**config.mk**
```make
export PLATFORM = sky130hd
export DESIGN_NAME = commit_unit
export DESIGN_NICKNAME = d
export VERILOG_FILES = /design/src/rtl/commit_unit_pkg.sv /design/src/rtl/commit_unit_rrat_array.sv /design/src/rtl/commit_unit.sv
export SDC_FILE = /design/constraint.sdc
export NUM_CORES = 1
export LEC_CHECK = 0
export BUFFER_PORTS_ARGS = -buffer_cell sky130_fd_sc_hd__buf_2
export CORE_ASPECT_RATIO = 1.25
export CORE_UTILIZATION = 40
export DETAILED_ROUTE_END_ITERATION = 6
export PLACE_DENSITY = 0.7
export SYNTH_ARGS = -nofsm -noshare
export SYNTH_HDL_FRONTEND = slang
export SYNTH_SLANG_ARGS = --single-unit
```
**constraint.sdc**
```tcl
create_clock -name Clk -period 2.8 [get_ports Clk]
set_input_delay 0.28 -clock Clk [delete_from_list [all_inputs] [get_ports Clk]]
set_output_delay 0.28 -clock Clk [all_outputs]
set_load 0.02 [all_outputs]
```
**src/rtl/commit_unit_pkg.sv**
```systemverilog
// Shared retirement-side types and sizing constants.
package System_Pkg;

   localparam int ARCH_REGS = 32;
   localparam int PHY_REGS  = 64;
   localparam int PHY_W     = $clog2(PHY_REGS);
   localparam int ARCH_W    = $clog2(ARCH_REGS);

   typedef enum logic [1:0] {
      RUN     = 2'd0,
      FLUSH   = 2'd1,
      RECOVER = 2'd2
   } Commit_State_t;

   // Release port toward the free list.
   typedef struct packed {
      logic [PHY_W-1:0] Phy;
      logic             Valid;
   } Free_Port_t;

endpackage

```
**src/rtl/commit_unit_rrat_array.sv**
```systemverilog
// Retirement RAT: identity on reset, one write port, two combinational reads.
module rrat_array
   import System_Pkg::*;
(
   input  logic              Clk,
   input  logic              Rst,
   input  logic              Wr_En,
   input  logic [ARCH_W-1:0] Wr_Arch,
   input  logic [PHY_W-1:0]  Wr_Phy,
   input  logic [ARCH_W-1:0] Rd_Arch_A,
   output logic [PHY_W-1:0]  Rd_Phy_A,
   input  logic [ARCH_W-1:0] Rd_Arch_B,
   output logic [PHY_W-1:0]  Rd_Phy_B
);

   logic [ARCH_REGS-1:0][PHY_W-1:0] rrat_q, rrat_d;

   // Apply the single write; entry 0 is hard-wired and never renamed.
   always_comb begin
      rrat_d = rrat_q;
      if (Wr_En && (Wr_Arch != '0)) rrat_d[Wr_Arch] = Wr_Phy;
   end

   // Table state, reset to the identity mapping.
   always_ff @(posedge Clk or negedge Rst) begin
      if (!Rst) begin
         for (int i = 0; i < ARCH_REGS; i++) rrat_q[i] <= PHY_W'(i);
      end else begin
         rrat_q <= rrat_d;
      end
   end

   // Reads come from the flops, so a commit sees the previous edge's write.
   assign Rd_Phy_A = rrat_q[Rd_Arch_A];
   assign Rd_Phy_B = rrat_q[Rd_Arch_B];

endmodule

```
**src/rtl/commit_unit.sv**
```systemverilog
// Retirement stage: pops the ROB head, maintains the RRAT, frees superseded
// physical registers, and on a branch redirect flushes then replays the RRAT.
module commit_unit
   import System_Pkg::*;
(
   input  logic              Clk,
   input  logic              Rst,
   input  logic              Head_Valid,
   input  logic [ARCH_W-1:0] Head_Rdst,
   input  logic [PHY_W-1:0]  Head_Phydst,
   input  logic [31:0]       Head_PC,
   input  logic              Head_Branch,
   input  logic [31:0]       Head_Branch_To_PC,
   output logic              Check_Commit,
   output logic              Flush,
   output logic              Redirect_Valid,
   output logic [31:0]       Redirect_PC,
   output logic              Free_Valid,
   output logic [PHY_W-1:0]  Free_Phy,
   output logic              Recover_Valid,
   output logic [ARCH_W-1:0] Recover_Arch,
   output logic [PHY_W-1:0]  Recover_Phy,
   output logic              Busy,
   output logic [31:0]       Last_Commit_PC,
   output logic [31:0]       Commit_Count
);

   Commit_State_t     state_q, state_d;
   logic [ARCH_W-1:0] idx_q, idx_d;
   Free_Port_t        free_q, free_d;
   logic [31:0]       redirect_pc_q, redirect_pc_d;
   logic [31:0]       last_pc_q, last_pc_d;
   logic [31:0]       count_q, count_d;
   logic              rrat_we;
   logic [PHY_W-1:0]  old_phy;

   assign Check_Commit = Head_Valid && (state_q == RUN);
   assign rrat_we      = Check_Commit && (Head_Rdst != '0);

   rrat_array u_rrat (
      .Clk       (Clk),
      .Rst       (Rst),
      .Wr_En     (rrat_we),
      .Wr_Arch   (Head_Rdst),
      .Wr_Phy    (Head_Phydst),
      .Rd_Arch_A (Head_Rdst),
      .Rd_Phy_A  (old_phy),
      .Rd_Arch_B (idx_q),
      .Rd_Phy_B  (Recover_Phy)
   );

   // Next-state: FSM sequencing, free pulse, commit bookkeeping.
   always_comb begin
      state_d       = state_q;
      idx_d         = idx_q;
      free_d.Phy    = free_q.Phy;
      free_d.Valid  = 1'b0;
      redirect_pc_d = redirect_pc_q;
      last_pc_d     = last_pc_q;
      count_d       = count_q;

      if (rrat_we) begin
         free_d.Phy   = old_phy;
         free_d.Valid = 1'b1;
      end
      if (Check_Commit) begin
         count_d   = count_q + 32'd1;
         last_pc_d = Head_PC;
      end

      case (state_q)
         RUN: begin
            if (Check_Commit && Head_Branch) begin
               redirect_pc_d = Head_Branch_To_PC;
               state_d       = FLUSH;
            end
         end
         FLUSH: begin
            idx_d   = '0;
            state_d = RECOVER;
         end
         RECOVER: begin
            idx_d = idx_q + 1'b1;
            if (idx_q == ARCH_W'(ARCH_REGS - 1)) state_d = RUN;
         end
         default: state_d = RUN;
      endcase
   end

   // State and output registers; reset abandons any recovery in progress.
   always_ff @(posedge Clk or negedge Rst) begin
      if (!Rst) begin
         state_q       <= RUN;
         idx_q         <= '0;
         free_q        <= '0;
         redirect_pc_q <= '0;
         last_pc_q     <= '0;
         count_q       <= '0;
      end else begin
         state_q       <= state_d;
         idx_q         <= idx_d;
         free_q        <= free_d;
         redirect_pc_q <= redirect_pc_d;
         last_pc_q     <= last_pc_d;
         count_q       <= count_d;
      end
   end

   assign Flush          = (state_q == FLUSH);
   assign Redirect_Valid = (state_q == FLUSH);
   assign Redirect_PC    = redirect_pc_q;
   assign Free_Valid     = free_q.Valid;
   assign Free_Phy       = free_q.Phy;
   assign Recover_Valid  = (state_q == RECOVER);
   assign Recover_Arch   = idx_q;
   assign Busy           = (state_q != RUN);
   assign Last_Commit_PC = last_pc_q;
   assign Commit_Count   = count_q;

endmodule

```
==> metrics.txt <==
failing checks negative setup slack; max_slew headroom 52.77%; clock-pin slew on the worst setup and hold paths 0.07 ns; Cell Area, Synth between 15000 and 20000 sq um; DP HPWL approximately 28 mm; post-route ant nets 0; Vias/cell ~5.6; die width between 150 and 200 um; final slew viol count 0; launch point of the worst reg-to-reg path state_q[0]$_DFFE_PN0P_; average size of a mapped cell between 10 and 15 sq um; Critical Path RT 2.52 ns; # placed instances roughly 1800; ANT cells 0; Worst Setup Slack, final -0.1366 ns; gpl congestion approximately 0.9; status finished, violations left; FP Rows 79; reg2reg setup slack roughly 0.40 ns; vias in the first global route 10890; synthesized netlist net count 1200; arrival time at the worst endpoint between 2 and 3 ns; CP Cell Sequence buf_6, buf_12, mux4_2, mux4_2, nand2_2, nand3_4, buf_6; DR vias 10510; # nets final between 1000 and 1500; Synth cell types 57; clock latency on the worst-skew pair 0.57 ns; Hold EP Free_Phy[0]$_DFFE_PN0P_; pwr/cell area around 900 nW/um^2; Synth Register Bits 302; register area share after synthesis 50.64%; CP Launch Type flop; worst hold path depth 3; crit-path leading delay family multiplexers; capturing point of the worst reg2reg path u_rrat.rrat_q[108]$_DFFE_PN0P_; Crit Path Max Fanout 6; LEAKAGE around 8.4 nW; CP max-delay cell mux4_2; Hold Fails Final Rpt 0; slowest stage delay, CP around 0.56 ns; RSZ-0062 raised after global routing yes; asr flop ratio synth 100.0%; Mapped Cells 1114; hold path start Head_Rdst[2]; first-pass GRT wire length ~64 mm; Most used DFF post-synth dfrtp_1; Ports between 150 and 200; Worst Tran Pin Value between 0.7 and 0.8 ns; # DRC 0; Overflow after GRT 0; Ys Warns 0; Max-Cap Viols 0; WL/cell between 20 and 25 um; htree depth 1; EDFF count, synth 0; core footprint 37260 sq um; pre-CTS setup slack approximately 0.35 ns; pin count of the biggest net entering global routing between 80 and 90; Critical path origin Recover_Arch[0]$_DFFE_PN0P_; Hold WC Path Type in -> reg; Global Route Usage Sum 21.71%; Worst Skew between 0.015 and 0.02 ns; clock sink total between 300 and 400; Port Buffers 197; die height 219.4 um; Starting Density between 40% and 50%; final WL approximately 42 mm; non-filler cells, final around 1900; Syn-to-layout area delta 22.99%; crit end category output pin; Die ar. 38590 sq um; clk buf depth 3; Inserted Clock Buffers 30; largest cells by area after synthesis dfrtp_1 37%, mux2_2 16%, dfstp_2 14%; TNS Setup -0.6736 ns; critical path type reg -> out; layout cells sized above 1 50.00%; min cycle time layout about 3 ns; achievable clock frequency 340.5 MHz; clock root buffer clkbuf_16; initial antenna violation count 1; DR iter-0 viols around 960; clock tree from TritonCTS yes; # setup viols final 6; final worst path period share 104.9%; Detailed Routing Iterations Pass 1 5; Worst Path Buf+Inv 3; Synth top area share around 37%; worst reg2reg path depth 8; Yosys top cell by area dfrtp_1; Peak VDD IR approximately 0.35 mV
[worst reg2reg max path, stage by stage, from the launching register on]
cell,delay (ns)
dfrtp_1,0.38
inv_1,0.13
ha_1,0.23
nand2_2,0.17
inv_2,0.28
nand2_1,0.30
nor2_1,0.28
buf_4,0.18
mux2_2,0.33
[area by class of cell]
type	count	area, sq um
Inverter	11	41.29
Tap cell	486	608.1
Clock inverter	15	140.1
Sequential cell	302	7660
Timing Repair Buffer	313	2242
Fill cell	3152	18670
Clock buffer	41	883.3
Multi-Input combinational cell	724	7022
[metal layers]
metal  part of all wire, %  track usage [%]
met1                    39            26.70
met2                    51            38.08
met3                   5.6            2.755
met4                   4.4            9.565
met5                 0.034                0
[state kept, by name, summed over array words and instances (netlist names)]
register and count:
Recover_Arch 5, Free_Valid 1, Redirect_PC 32, state_q 2, Last_Commit_PC 32, Free_Phy 6
u_rrat.rrat_q 192, Commit_Count 32
[cells in the mapped netlist (all sizes together), types with 8 or more instances]
cell type / n
nor2b: 8
mux2i: 40
mux2: 225
buf: 41
a22oi: 10
a21oi: 8
nor2: 46
nand3: 28
mux4: 82
xor2: 12
xnor2: 19
dfstp: 80
dfrtp: 222
clkbuf: 36
nand2: 143
o21ai: 16
inv: 11
[through the flow]
stage | utilization [%] | power (mW) | hold slack [ns] | cell area [sq um]
2_1_floorplan | - | 10.15 | -0.01559 | 15120
3_3_place_gp | 44.85 | 11.78 | 0.2294 | 16710
3_5_place_dp | 44.85 | 11.96 | 0.2313 | 16710
4_1_cts | 49.94 | 16.42 | 0.1796 | 18610
5_1_grt | 49.90 | 17.14 | 0.2114 | 18600
6_report | 49.90 | 16.35 | 0.2001 | 18600
[where the power goes]
group	total [mW]	switching (mW)	leakage [nW]	internal [mW]
Clock	4.15	1.75	0.505	2.39
Sequential	6.95	1.00	3.71	5.95
Combinational	5.25	2.72	4.21	2.53
[cells by family (layout without fill, tap and decap cells)]
kind of cell	Yosys count	after routing	share of synthesized area [%]
multiplexers	347	347	32.19
adder cells (fa/ha/maj)	7	7	0.5792
buffers and inverters	88	380	3.037
flip-flops	302	302	50.64
AND/OR/NAND/NOR	276	276	8.895
AO/OA/AOI/OAI	63	63	2.863
XOR/XNOR	31	31	1.796
[cells in the final DEF, fill, tap and decap left out, drive strengths merged, types with 9 or more instances in the layout]
cell	Yosys	final
a22oi	10	10
inv	11	12
buf	41	248
o21ai	16	16
dfrtp	222	222
clkinv	0	9
mux2	225	225
nand2	143	143
nor2	46	46
mux4	82	82
dfstp	80	80
xnor2	19	19
dlygate4sd3	0	65
clkbuf	36	41
xor2	12	12
nand3	28	28
mux2i	40	40
[worst max-delay path by stage]
stage                              end  slack [ns]  cells after the start
2_1_floorplan           Recover_Phy[4]        0.46                      6
3_3_place_gp            Recover_Phy[5]        0.37                      6
3_5_place_dp   Free_Phy[4]$_DFFE_PN0P_        0.35                      6
4_1_cts                 Recover_Phy[1]       -0.16                      8
5_1_grt                 Recover_Phy[4]       -0.20                      7
6_report                Recover_Phy[4]       -0.14                      7
[what timing repair did]
action	CTS	global route
hold buffers	65	0
endpoints found under the hold margin	109	0
pin swaps	3	4
cloned	3	0
resized for setup	37	9
endpoints found under the setup margin	6	7
setup buffers	9	1
Power figures use the tool's default switching activity.
